**src/rtl/axis_packet_gate.sv**
```systemverilog
// Gates an AXI-Stream packet flow into the DMA: discards beats until started,
// aligns to a packet boundary, forwards n whole packets, then closes again.
module axis_packet_gate #(
   parameter int TDATA_WIDTH = 8,
   parameter int COUNT_WIDTH = 32
) (
   input  logic                   aclk,
   input  logic                   resetn,
   input  logic                   s_axis_tvalid,
   output logic                   s_axis_tready,
   input  logic [TDATA_WIDTH-1:0] s_axis_tdata,
   input  logic                   s_axis_tlast,
   output logic                   m_axis_tvalid,
   input  logic                   m_axis_tready,
   output logic [TDATA_WIDTH-1:0] m_axis_tdata,
   output logic                   m_axis_tlast,
   input  logic                   start,
   input  logic                   abort,
   input  logic [COUNT_WIDTH-1:0] n_packets,
   output logic                   busy,
   output logic                   done,
   output logic                   aborted,
   output logic [COUNT_WIDTH-1:0] pkt_count,
   output logic [COUNT_WIDTH-1:0] drop_count
);

   typedef enum logic [1:0] {IDLE, SYNC, PASS} state_t;

   state_t                 state;
   logic                   at_boundary;
   logic                   abort_pend;
   logic [COUNT_WIDTH-1:0] target;
   logic                   beat;
   logic                   tlast_beat;
   logic                   bnd_now;
   logic [COUNT_WIDTH-1:0] pkt_next;

   // Closed states sink everything so upstream never stalls.
   assign s_axis_tready = (state == PASS) ? m_axis_tready : 1'b1;
   assign m_axis_tvalid = (state == PASS) & s_axis_tvalid;
   assign m_axis_tdata  = s_axis_tdata;
   assign m_axis_tlast  = s_axis_tlast;

   assign beat       = s_axis_tvalid & s_axis_tready;
   assign tlast_beat = beat & s_axis_tlast;
   assign bnd_now    = beat ? s_axis_tlast : at_boundary;
   assign pkt_next   = pkt_count + 1'b1;

   always_ff @(posedge aclk or negedge resetn) begin
      if (!resetn) begin
         state       <= IDLE;
         busy        <= 1'b0;
         done        <= 1'b0;
         aborted     <= 1'b0;
         pkt_count   <= '0;
         drop_count  <= '0;
         at_boundary <= 1'b1;
         target      <= '0;
         abort_pend  <= 1'b0;
      end else begin
         if (beat)
            at_boundary <= s_axis_tlast;
         if (state != PASS && tlast_beat && drop_count != {COUNT_WIDTH{1'b1}})
            drop_count <= drop_count + 1'b1;

         case (state)
            IDLE: begin
               if (start) begin
                  done      <= 1'b0;
                  aborted   <= 1'b0;
                  pkt_count <= '0;
                  target    <= n_packets;
                  if (n_packets == '0) begin
                     done <= 1'b1;
                  end else begin
                     busy  <= 1'b1;
                     state <= bnd_now ? PASS : SYNC;
                  end
               end
            end
            SYNC: begin
               if (abort) begin
                  state   <= IDLE;
                  busy    <= 1'b0;
                  aborted <= 1'b1;
               end else if (tlast_beat) begin
                  state <= PASS;
               end
            end
            PASS: begin
               if (tlast_beat) begin
                  pkt_count <= pkt_next;
                  if (pkt_next == target) begin
                     state      <= IDLE;
                     busy       <= 1'b0;
                     done       <= 1'b1;
                     abort_pend <= 1'b0;
                  end else if (abort_pend || abort) begin
                     state      <= IDLE;
                     busy       <= 1'b0;
                     aborted    <= 1'b1;
                     abort_pend <= 1'b0;
                  end
               end else if (abort) begin
                  // Between packets we can stop at once; mid-packet we must finish it.
                  if (at_boundary && !beat) begin
                     state      <= IDLE;
                     busy       <= 1'b0;
                     aborted    <= 1'b1;
                     abort_pend <= 1'b0;
                  end else begin
                     abort_pend <= 1'b1;
                  end
               end
            end
            default: begin
               state <= IDLE;
               busy  <= 1'b0;
            end
         endcase
      end
   end

endmodule

```
**config.mk**
```make
export PLATFORM = sky130hd
export DESIGN_NAME = axis_packet_gate
export DESIGN_NICKNAME = d
export VERILOG_FILES = /design/src/rtl/axis_packet_gate.sv
export SDC_FILE = /design/constraint.sdc
export NUM_CORES = 1
export LEC_CHECK = 0
export BUFFER_PORTS_ARGS = -buffer_cell sky130_fd_sc_hd__buf_2
export CAP_MARGIN = 0
export CORE_MARGIN = 10
export CORE_UTILIZATION = 35
export CTS_CLUSTER_SIZE = 30
export DETAILED_ROUTE_END_ITERATION = 8
export PLACE_DENSITY_LB_ADDON = 0.08
export SETUP_SLACK_MARGIN = 0.05
export SYNTH_ARGS = -nofsm -noshare
export SYNTH_HDL_FRONTEND = slang
export SYNTH_SLANG_ARGS = --single-unit
```
**constraint.sdc**
```tcl
create_clock -name aclk -period 8.4 [get_ports aclk]
set_clock_uncertainty 0.2 [all_clocks]
set_input_delay 0.42 -clock aclk [delete_from_list [all_inputs] [get_ports aclk]]
set_output_delay 0.42 -clock aclk [all_outputs]
set_load 0.02 [all_outputs]
```
==> summary.md, run 1 <==
| Metric | Value |
|---|---|
| Outcome | `completed` |
| Tcrit/Tclk final | `40.76%` |
| Max_slew headroom | `33.23%` |
| CTS root buffer | `clkbuf_16` |
| CTS Sinks | `103` |
| Crit-path max FO | `10` |
| Yosys warning count | `0` |
| Synthesized flop and latch total | `103` |
| Setup violators final | `0` |
| Die Wd | `152.3 um` |
| Die H | `152.3 um` |
| Reg2Reg Setup Slack | `4.98 ns` |
| CTS H-Tree Depth | `3` |
| Vias in the first global route | `5305` |
| Routed length per instance | `18.77 um` |
| Initial antenna violation count | `6` |
| Max clock buf depth | `2` |
| Total track usage | `15.38%` |
| CP startpoint kind | `flop` |
| Sequential share of power | `41.8%` |
| WL met3 | `1.029 mm` |
| Layout cells sized above 1 | `25.38%` |
| Post-synthesis sequential area ratio | `42.10%` |
| Total wire length | `18.00 mm` |
| Worst-path clk slew | `0.08 ns` |
| Worst skew pair latency | `0.36 ns` |
| DR vias/cell | `5.467` |
| Residual DRC | `0` |
| First-pass GRT wire length | `29.36 mm` |
| Pint | `1.080 mW` |
| Ys flop type | `dfrtp_1` |
| Met2 routed WL | `8.546 mm` |
| R2r endpoint | `state[1]` |
| Post-synthesis net count | `696` |
| DP Wirelength | `13.64 mm` |
| Hold path depth | `2` |
| Final nets | `777` |
| Setup TNS | `0 ns` |
| Crit. End Element | `flop` |
| I/O Pins | `125` |
| Syn avg cell area | `9.527 um^2` |
| Initial DRC count | `285` |
| Core Footprint | `17240 um^2` |
| Total CTS buffers | `9` |
| Area grow syn2layout | `15.71%` |
| Setup bufs post-CTS | `0` |
| Area leader, netlist | `dfrtp_1` |
| P_sw | `0.6283 mW` |
| Min-Delay Endpoint | `target[9]` |
| Fillers | `1691` |
| Sw Share | `36.78%` |
| Drt pass-1 iters | `4` |
| Worst EP required | `8.49 ns` |
| CTS tree | `yes` |
| Maximum vdd drop | `0.09960 mV` |
| Placed cell area | `6769 um^2` |
| Commonest non-fill, non-tap cells in the layout | `buf_2 (107), dfrtp_1 (102), nand2_1 (61)` |
| Comb power frac | `33.1%` |
| FFs w/ async S/R, synth | `100.0%` |
| Hold Path Class | `in2reg` |
| WS Path Type | `reg2reg` |
| Post-route cell area | `7088 um^2` |
| Lkg Pwr | `3.147 nW` |
| Clock network power share | `25.1%` |
| Crit Reg-Reg Startpoint | `pkt_count[0]` |
| RSZ-0062 raised after global routing | `no` |
| Unique masters post-synth | `62` |
| Hold Vio Cnt, Final | `0` |
| Pwr Total | `1.708 mW` |
| Initial Util | `35.54%` |
| Metal1 wirelength | `8.143 mm` |
| EDFF count, synth | `0` |
| Post-DRT Antenna Nets | `0` |
| Mapped cell area | `6126 um^2` |
| Vias post-DR | `5243` |
| Crit path DAT | `3.51 ns` |
| Fmax | `0.2920 GHz` |
| R2R cell count | `9` |
| Power Dens Cells | `241.0 nW/um^2` |
| Highest Signal Layer | `met5` |
| Final Wtd Congestion | `0.8573` |
| PortBufs | `108` |
| Max Slew Vio Count | `0` |
| Hold path startpoint | `n_packets[9]` |
| Die area | `23190 um^2` |
| Worst-Margin Slew | `1.001 ns` |
| Grt total ovfl | `0` |
| Commonest non-fill, non-tap cell in the layout | `buf_2` |
| # rows | `48` |
| Largest net degree at the start of global routing | `74` |
| Syn Inst Count | `643` |
| Fin crit period | `3.424 ns` |
| Max cap viols | `0` |
| Synth top area cells | `dfrtp_1 (42%), xnor2_1 (6.3%), mux2_2 (6.1%), nand2_1 (3.7%), o21ai_0 (3.5%)` |
| Share of the synthesized area in the top cell type | `41.67%` |
==> power groups by stage <==
stage          combinational, mW  clock (mW)  sequential [mW]
2_1_floorplan              0.410           0            0.707
3_3_place_gp               0.560           0            0.721
3_5_place_dp               0.568           0            0.726
4_1_cts                    0.571       0.443            0.715
5_1_grt                    0.633       0.465            0.730
6_report                   0.565       0.429            0.714
==> per-stage QoR <==
| stage | setup WS [ns] | std cells | utilization, % | hold slack, ns |
|---|---|---|---|---|
| 6_report | 4.976 | 959 | 41.12 | 0.1020 |
| 3_5_place_dp | 5.015 | 937 | 39.27 | 0.1909 |
| 3_3_place_gp | 5.152 | 937 | 39.27 | 0.1840 |
| 2_1_floorplan | 5.304 | 643 | - | -0.07559 |
| 4_1_cts | 4.998 | 954 | 41.05 | 0.08776 |
| 5_1_grt | 4.735 | 957 | 41.09 | 0.08983 |
==> how the worst max path moves through the flow <==
stage | from | end | depth (start not counted)
after global placement | pkt_count[8] | state[1] | 8
after global routing | pkt_count[0] | state[1] | 9
final | pkt_count[0] | state[1] | 9
after detailed placement | pkt_count[0] | state[1] | 9
after floorplan | pkt_count[1] | state[1] | 11
after CTS | pkt_count[0] | state[1] | 9
==> cell usage after synthesis, types with 4 or more instances <==
master,count
and3_1,10
o31ai_1,11
mux2_2,33
buf_2,9
and2_1,12
or2_2,5
buf_4,10
o21ai_0,43
inv_1,12
a21oi_1,23
and4_1,11
nor4_4,4
ha_1,6
xnor2_1,44
a31oi_1,10
nand3_1,36
o41ai_1,8
nor4_1,15
nor3_1,13
clkbuf_1,22
xor2_1,24
nand2_1,61
nand4_1,28
dfrtp_1,102
nor2_1,33
==> layout make-up <==
class                           instances  area, um^2  share of cell area, %
Multi-Input combinational cell        485        3291                  46.43
Sequential cell                       103        2579                  36.38
Timing Repair Buffer                  113       583.1                  8.226
Tap cell                              225       281.5                  3.972
Clock buffer                            9       225.2                  3.177
Clock inverter                          7       71.32                  1.006
Inverter                               12       45.04                 0.6355
Antenna cell                            5       12.51                 0.1765
==> repair_timing <==
action / 4_1_cts / 5_1_grt
gates resized for setup: 0 / 0
hold endpoints to repair: 30 / 0
hold buffers: 1 / 0
==> kinds of logic (layout without fill, tap and decap cells) <==
logic type | after synthesis | in the layout | synth area share (%)
buffers and inverters | 55 | 141 | 4.289
adders and majority gates | 6 | 6 | 1.225
AOI/OAI and AO/OA | 122 | 122 | 12.50
and+or+nand+nor | 254 | 254 | 23.77
xor gates and xnor gates | 68 | 68 | 9.722
muxes | 35 | 35 | 6.393
DFF | 103 | 103 | 42.10
other | 0 | 5 | 0
==> sequential cells by signal, indices dropped and copies added (netlist names) <==
name,cells
abort_pend,1
busy,1
done,1
pkt_count,32
at_boundary,1
target,32
aborted,1
drop_count,32
state,2
==> critical path, stage by stage, from the launching register on <==
cell	delay, ns
dfrtp_1	0.52
ha_1	0.41
nand4_1	0.22
or4_1	0.60
nor3_1	0.25
o22ai_1	0.12
nor4_2	0.28
nand4_2	0.26
a21oi_1	0.29
mux2i_1	0.21
==> layer usage <==
layer / GRT usage (%) / up-vias
li1: - / 2532
met1: 19.29 / 2558
met2: 24.73 / 133
met3: 4.516 / 18
met4: 5.089 / 2
met5: 0 / -
Power figures use the tool's default switching activity.
==> inputs of run 2 (changes only) <==
clock period = 3.3 ns   (was 8.4 ns; I/O delays follow)
==> summary.md, run 2 (synthesis gave the netlist of run 1 again) <==
| Metric | Value |
|---|---|
| Outcome | `completed` |
| Max cap viols | `0` |
| Max Slew Vio Count | `0` |
| Tcrit/Tclk final | `92.61%` |
| Pwr Total | `4.414 mW` |
| Area grow syn2layout | `25.88%` |
| Lkg Pwr | `3.470 nW` |
| Commonest non-fill, non-tap cell in the layout | `buf_2` |
| Hold path startpoint | `s_axis_tlast` |
| Die H | `152.3 um` |
| Total CTS buffers | `9` |
| Core Util, Final | `44.74%` |
| DR vias/cell | `5.376` |
| Reg2Reg Setup Slack | `0.24 ns` |
| Vias in the first global route | `5615` |
| Largest net degree at the start of global routing | `55` |
| Crit Reg-Reg Startpoint | `pkt_count[10]` |
| Total track usage | `16.40%` |
| Hold Vio Cnt, Final | `0` |
| RSZ-0062 raised after global routing | `no` |
| CTS Sinks | `103` |
| CTS H-Tree Depth | `3` |
| Power Dens Cells | `572.4 nW/um^2` |
| Post-DRT Antenna Nets | `0` |
| CTS tree | `yes` |
| CTS root buffer | `clkbuf_16` |
| # rows | `48` |
| First-pass GRT wire length | `31.22 mm` |
| CP cell instances | `nand3_2, or4_1, a311oi_1, o22a_1, and4_1, nand4_2, a21oi_2, mux2i_1` |
| Hold Path Class | `in2reg` |
| Crit path DAT | `3.13 ns` |
| Commonest non-fill, non-tap cells in the layout | `buf_2 (107), dfrtp_1 (99), nand2_1 (61)` |
| Highest Signal Layer | `met4` |
| Grt total ovfl | `0` |
| WP buf/inv | `0` |
| Fin crit period | `3.056 ns` |
| PortBufs | `108` |
| Met2 routed WL | `9.254 mm` |
| Largest regs | `drop_count: 32 flops, pkt_count: 32 flops, target: 32 flops` |
| Total wire length | `19.33 mm` |
| Crit-path max FO | `8` |
| R2R cell count | `8` |
| Min-Delay Endpoint | `at_boundary` |
| CP max-delay cell | `or4_1` |
| Top delay family on crit path | `simple AND/OR/NAND/NOR gates` |
| Layout cells sized above 1 | `28.41%` |
| Vias post-DR | `5510` |
| Final Wtd Congestion | `0.8585` |
| Hold path depth | `4` |
| Fillers | `1708` |
| Initial antenna violation count | `1` |
| Drt pass-1 iters | `4` |
| Worst-path clk slew | `0.08 ns` |
| DP Wirelength | `14.51 mm` |
| Routed length per instance | `18.85 um` |
| Maximum vdd drop | `0.2503 mV` |
| Worst skew pair latency | `0.36 ns` |
| Worst-case hold slack | `0.08775 ns` |
| Die area | `23190 um^2` |
| Worst-Margin Slew | `1.058 ns` |
| I/O Pins | `125` |
| Die Wd | `152.3 um` |
| CP max stage delay | `0.73 ns` |
| Core Footprint | `17240 um^2` |
| Max_slew headroom | `29.49%` |
| R2r endpoint | `state[1]` |
| CP startpoint kind | `flop` |
| Worst EP required | `3.37 ns` |
| Stages on worst setup path | `8` |
| Setup violators final | `0` |
| Metal1 wirelength | `8.641 mm` |
| Initial DRC count | `312` |
| Residual DRC | `0` |
| Final nets | `847` |
| WS Path Type | `reg2reg` |
| Initial Util | `35.54%` |
| Setup TNS | `0 ns` |
| Fmax | `0.3272 GHz` |
| Max clock buf depth | `2` |
| WL met3 | `1.059 mm` |
| Crit. End Element | `flop` |
## run 2: changes by cell type in the layout (fill, tap and decap cells not counted), sizes merged
cell	previous run	this run
clkinv	2	1
diode	5	1
buf	112	148
dlygate4sd3	1	35
clkinvlp	0	2
inv	17	16
## run 2: layer usage
layer / GRT usage [%] / vias to the layer above
met5: 0 / -
met4: 5.869 / 0
met3: 4.036 / 22
met2: 26.78 / 151
met1: 20.54 / 2682
li1: - / 2655
## run 2: worst max-delay path by stage
stage	startpoint	endpoint	slack, ns
floorplan	pkt_count[1]	state[1]	0.20
global placement	pkt_count[10]	state[1]	0.30
detailed placement	pkt_count[11]	state[1]	0.17
CTS	pkt_count[11]	state[1]	0.14
global route	pkt_count[7]	state[1]	0.06
finish	pkt_count[10]	state[1]	0.24
## run 2: final cells by class
cell class	count	area (um^2)	area share, %
clock inverter	7	63.81	0.8275
clock buffer	9	225.2	2.921
timing repair buffer	183	1194	15.48
tap	225	281.5	3.651
multi-input combinational	485	3317	43.01
sequential	103	2582	33.49
inverter	12	45.04	0.5841
antenna	1	2.502	0.03245
## run 2: metrics by stage
| step | instances | worst slack [ns] | area (um^2) |
|---|---|---|---|
| 6_report | 1025 | 0.2440 | 7711 |
| 4_1_cts | 1019 | 0.1392 | 7639 |
| 3_3_place_gp | 968 | 0.3014 | 6999 |
| 3_5_place_dp | 968 | 0.1729 | 6999 |
| 2_1_floorplan | 643 | 0.2044 | 6126 |
| 5_1_grt | 1025 | 0.06237 | 7711 |
## run 2: power by group
group | leakage, nW | switching [mW] | internal [mW]
logic | 2.00 | 0.791 | 0.725
clock network | 0.136 | 0.547 | 0.531
registers | 1.33 | 0.280 | 1.54
## run 2: worst register-to-register path: stages, from the launching register on
cell and delay (ns):
dfrtp_1 0.43, nand3_2 0.25, or4_1 0.73, a311oi_1 0.30, o22a_1 0.17, and4_1 0.20, nand4_2 0.22, a21oi_2 0.26
mux2i_1 0.22
## run 2: what timing repair did
| action | CTS | global route |
|---|---|---|
| endpoints found under the setup margin | 0 | 3 |
| buffers inserted | 0 | 5 |
| gates resized for setup | 0 | 8 |
| hold buffers | 35 | 0 |
| hold endpoints to repair | 85 | 0 |
==> inputs of run 3 (changes only) <==
CORE_ASPECT_RATIO = 1.5   (was unset)
==> summary.md, run 3 (synthesis gave the netlist of run 1 again) <==
| Metric | Value |
|---|---|
| Maximum vdd drop | `0.3676 mV` |
| Min-Delay Endpoint | `at_boundary` |
| Vias in the first global route | `5703` |
| First-pass GRT wire length | `31.11 mm` |
| WS Path Type | `reg2reg` |
| Final std cells w/o fill | `1002` |
| Post-DRT Antenna Nets | `0` |
| Vias post-DR | `5506` |
| CTS root buffer | `clkbuf_16` |
| Setup violators final | `0` |
| Drt pass-1 iters | `5` |
| PortBufs | `108` |
| Largest regs | `drop_count: 32 flops, pkt_count: 32 flops, target: 32 flops` |
| Commonest non-fill, non-tap cells in the layout | `buf_2 (107), dfrtp_1 (97), nand2_1 (61)` |
| Worst-Margin Slew | `0.8178 ns` |
| Initial antenna violation count | `0` |
| Worst-path clk slew | `0.08 ns` |
| Crit. End Element | `flop` |
| Tcrit/Tclk final | `91.48%` |
| Die area | `23300 um^2` |
| Fmax | `0.3313 GHz` |
| Final Wtd Congestion | `0.8631` |
| Power Dens Cells | `578.5 nW/um^2` |
| Setup bufs post-CTS | `0` |
| Largest net degree at the start of global routing | `54` |
| Fillers | `1711` |
| I/O Pins | `125` |
| Die Wd | `128.0 um` |
| Worst EP required | `3.38 ns` |
| R2r endpoint | `busy` |
| Total wire length | `19.39 mm` |
| CP max stage delay | `0.62 ns` |
| Layout cells sized above 1 | `27.63%` |
| Total track usage | `16.63%` |
| Hold Vio Cnt, Final | `0` |
| Lkg Pwr | `3.415 nW` |
| Max Slew Vio Count | `0` |
| Commonest non-fill, non-tap cell in the layout | `buf_2` |
| CP cell instances | `nand3_1, or4_4, nor3_4, nand2_1, o21ai_1, nand4_4, a211oi_2, a2bb2oi_1` |
| CP startpoint kind | `flop` |
| RSZ-0062 raised after global routing | `no` |
| Routed length per instance | `19.35 um` |
| Crit path DAT | `3.10 ns` |
| Worst skew pair latency | `0.36 ns` |
| Max clock buf depth | `2` |
| Hold path startpoint | `s_axis_tlast` |
| Hold path depth | `3` |
| CP max-delay cell | `or4_4` |
| Die H | `182.0 um` |
| N_diodes | `0` |
| Residual DRC | `0` |
| Register area | `2585 um^2` |
| Max_slew headroom | `45.28%` |
| Final nets | `837` |
| Initial DRC count | `297` |
| Fin crit period | `3.019 ns` |
| Setup TNS | `0 ns` |
| CTS H-Tree Depth | `3` |
| Placed insts | `951` |
| Crit-path max FO | `7` |
| Outcome | `completed` |
| Total CTS buffers | `9` |
| Crit Reg-Reg Startpoint | `pkt_count[12]` |
| DR vias/cell | `5.495` |
| CTS Sinks | `103` |
| Core Footprint | `17270 um^2` |
| Max cap viols | `0` |
| R2R cell count | `8` |
| DP Wirelength | `14.87 mm` |
| CTS tree | `yes` |
| Hold Path Class | `in2reg` |
| Reg2Reg Setup Slack | `0.28 ns` |
| # rows | `59` |
| Grt total ovfl | `0` |
| Area grow syn2layout | `24.47%` |
| Area of the multi-input gates | `3317 um^2` |
| Initial Util | `35.46%` |
[run 3: stage by stage]
step	total power [mW]	hold WS, ns	setup slack, ns	cell area (um^2)	util [%]
after floorplan	2.845	-0.3306	0.2044	6126	-
after global placement	3.307	0.06968	0.2428	6947	40.21
after detailed placement	3.351	0.07409	0.1347	6947	40.21
after CTS	4.471	0.08039	0.1107	7590	43.94
after global routing	4.688	0.1081	0.06867	7625	44.14
final	4.411	0.09139	0.2812	7625	44.14
[run 3: how the worst max path moves through the flow]
stage                     to  slack, ns  depth (start not counted)          start
finish                  busy       0.28                          8  pkt_count[12]
CTS                 state[1]       0.11                          8   pkt_count[5]
detailed placement  state[1]       0.13                          8   pkt_count[5]
global route        state[1]       0.07                          8  pkt_count[12]
floorplan           state[1]       0.20                         11   pkt_count[1]
global placement    state[1]       0.24                          8   pkt_count[5]
[run 3: metal layers]
metal  global-route usage, %  share of wire [%]  vias up
met5                       0                  0        -
met4                   7.227                2.6        0
met3                   3.557                5.0       26
met2                   28.95                 52      151
met1                   18.93                 40     2699
li1                        -                  -     2630
[run 3: report_power, final]
part | leakage (nW) | internal (mW) | switching, mW
clock network | 0.146 | 0.546 | 0.522
registers | 1.33 | 1.54 | 0.266
logic | 1.94 | 0.716 | 0.820
[run 3: critical path: cells and delay by family, from the launching register on]
kind | cells | cell delay [ns]
compound gates | 3 | 0.76
flops | 1 | 0.46
simple gates | 5 | 1.52
[run 3: final cells by class]
class	count	share of cell area, %
Sequential cell	103	33.90
Tap cell	213	3.495
Multi-Input combinational cell	485	43.50
Inverter	12	0.5907
Clock buffer	10	3.134
Clock inverter	6	0.7056
Timing Repair Buffer	173	14.67
[run 3: what timing repair did]
item	CTS	global route
endpoints found under the hold margin	84	0
resized for setup	0	10
endpoints found under the setup margin	0	3
hold buffers	35	0
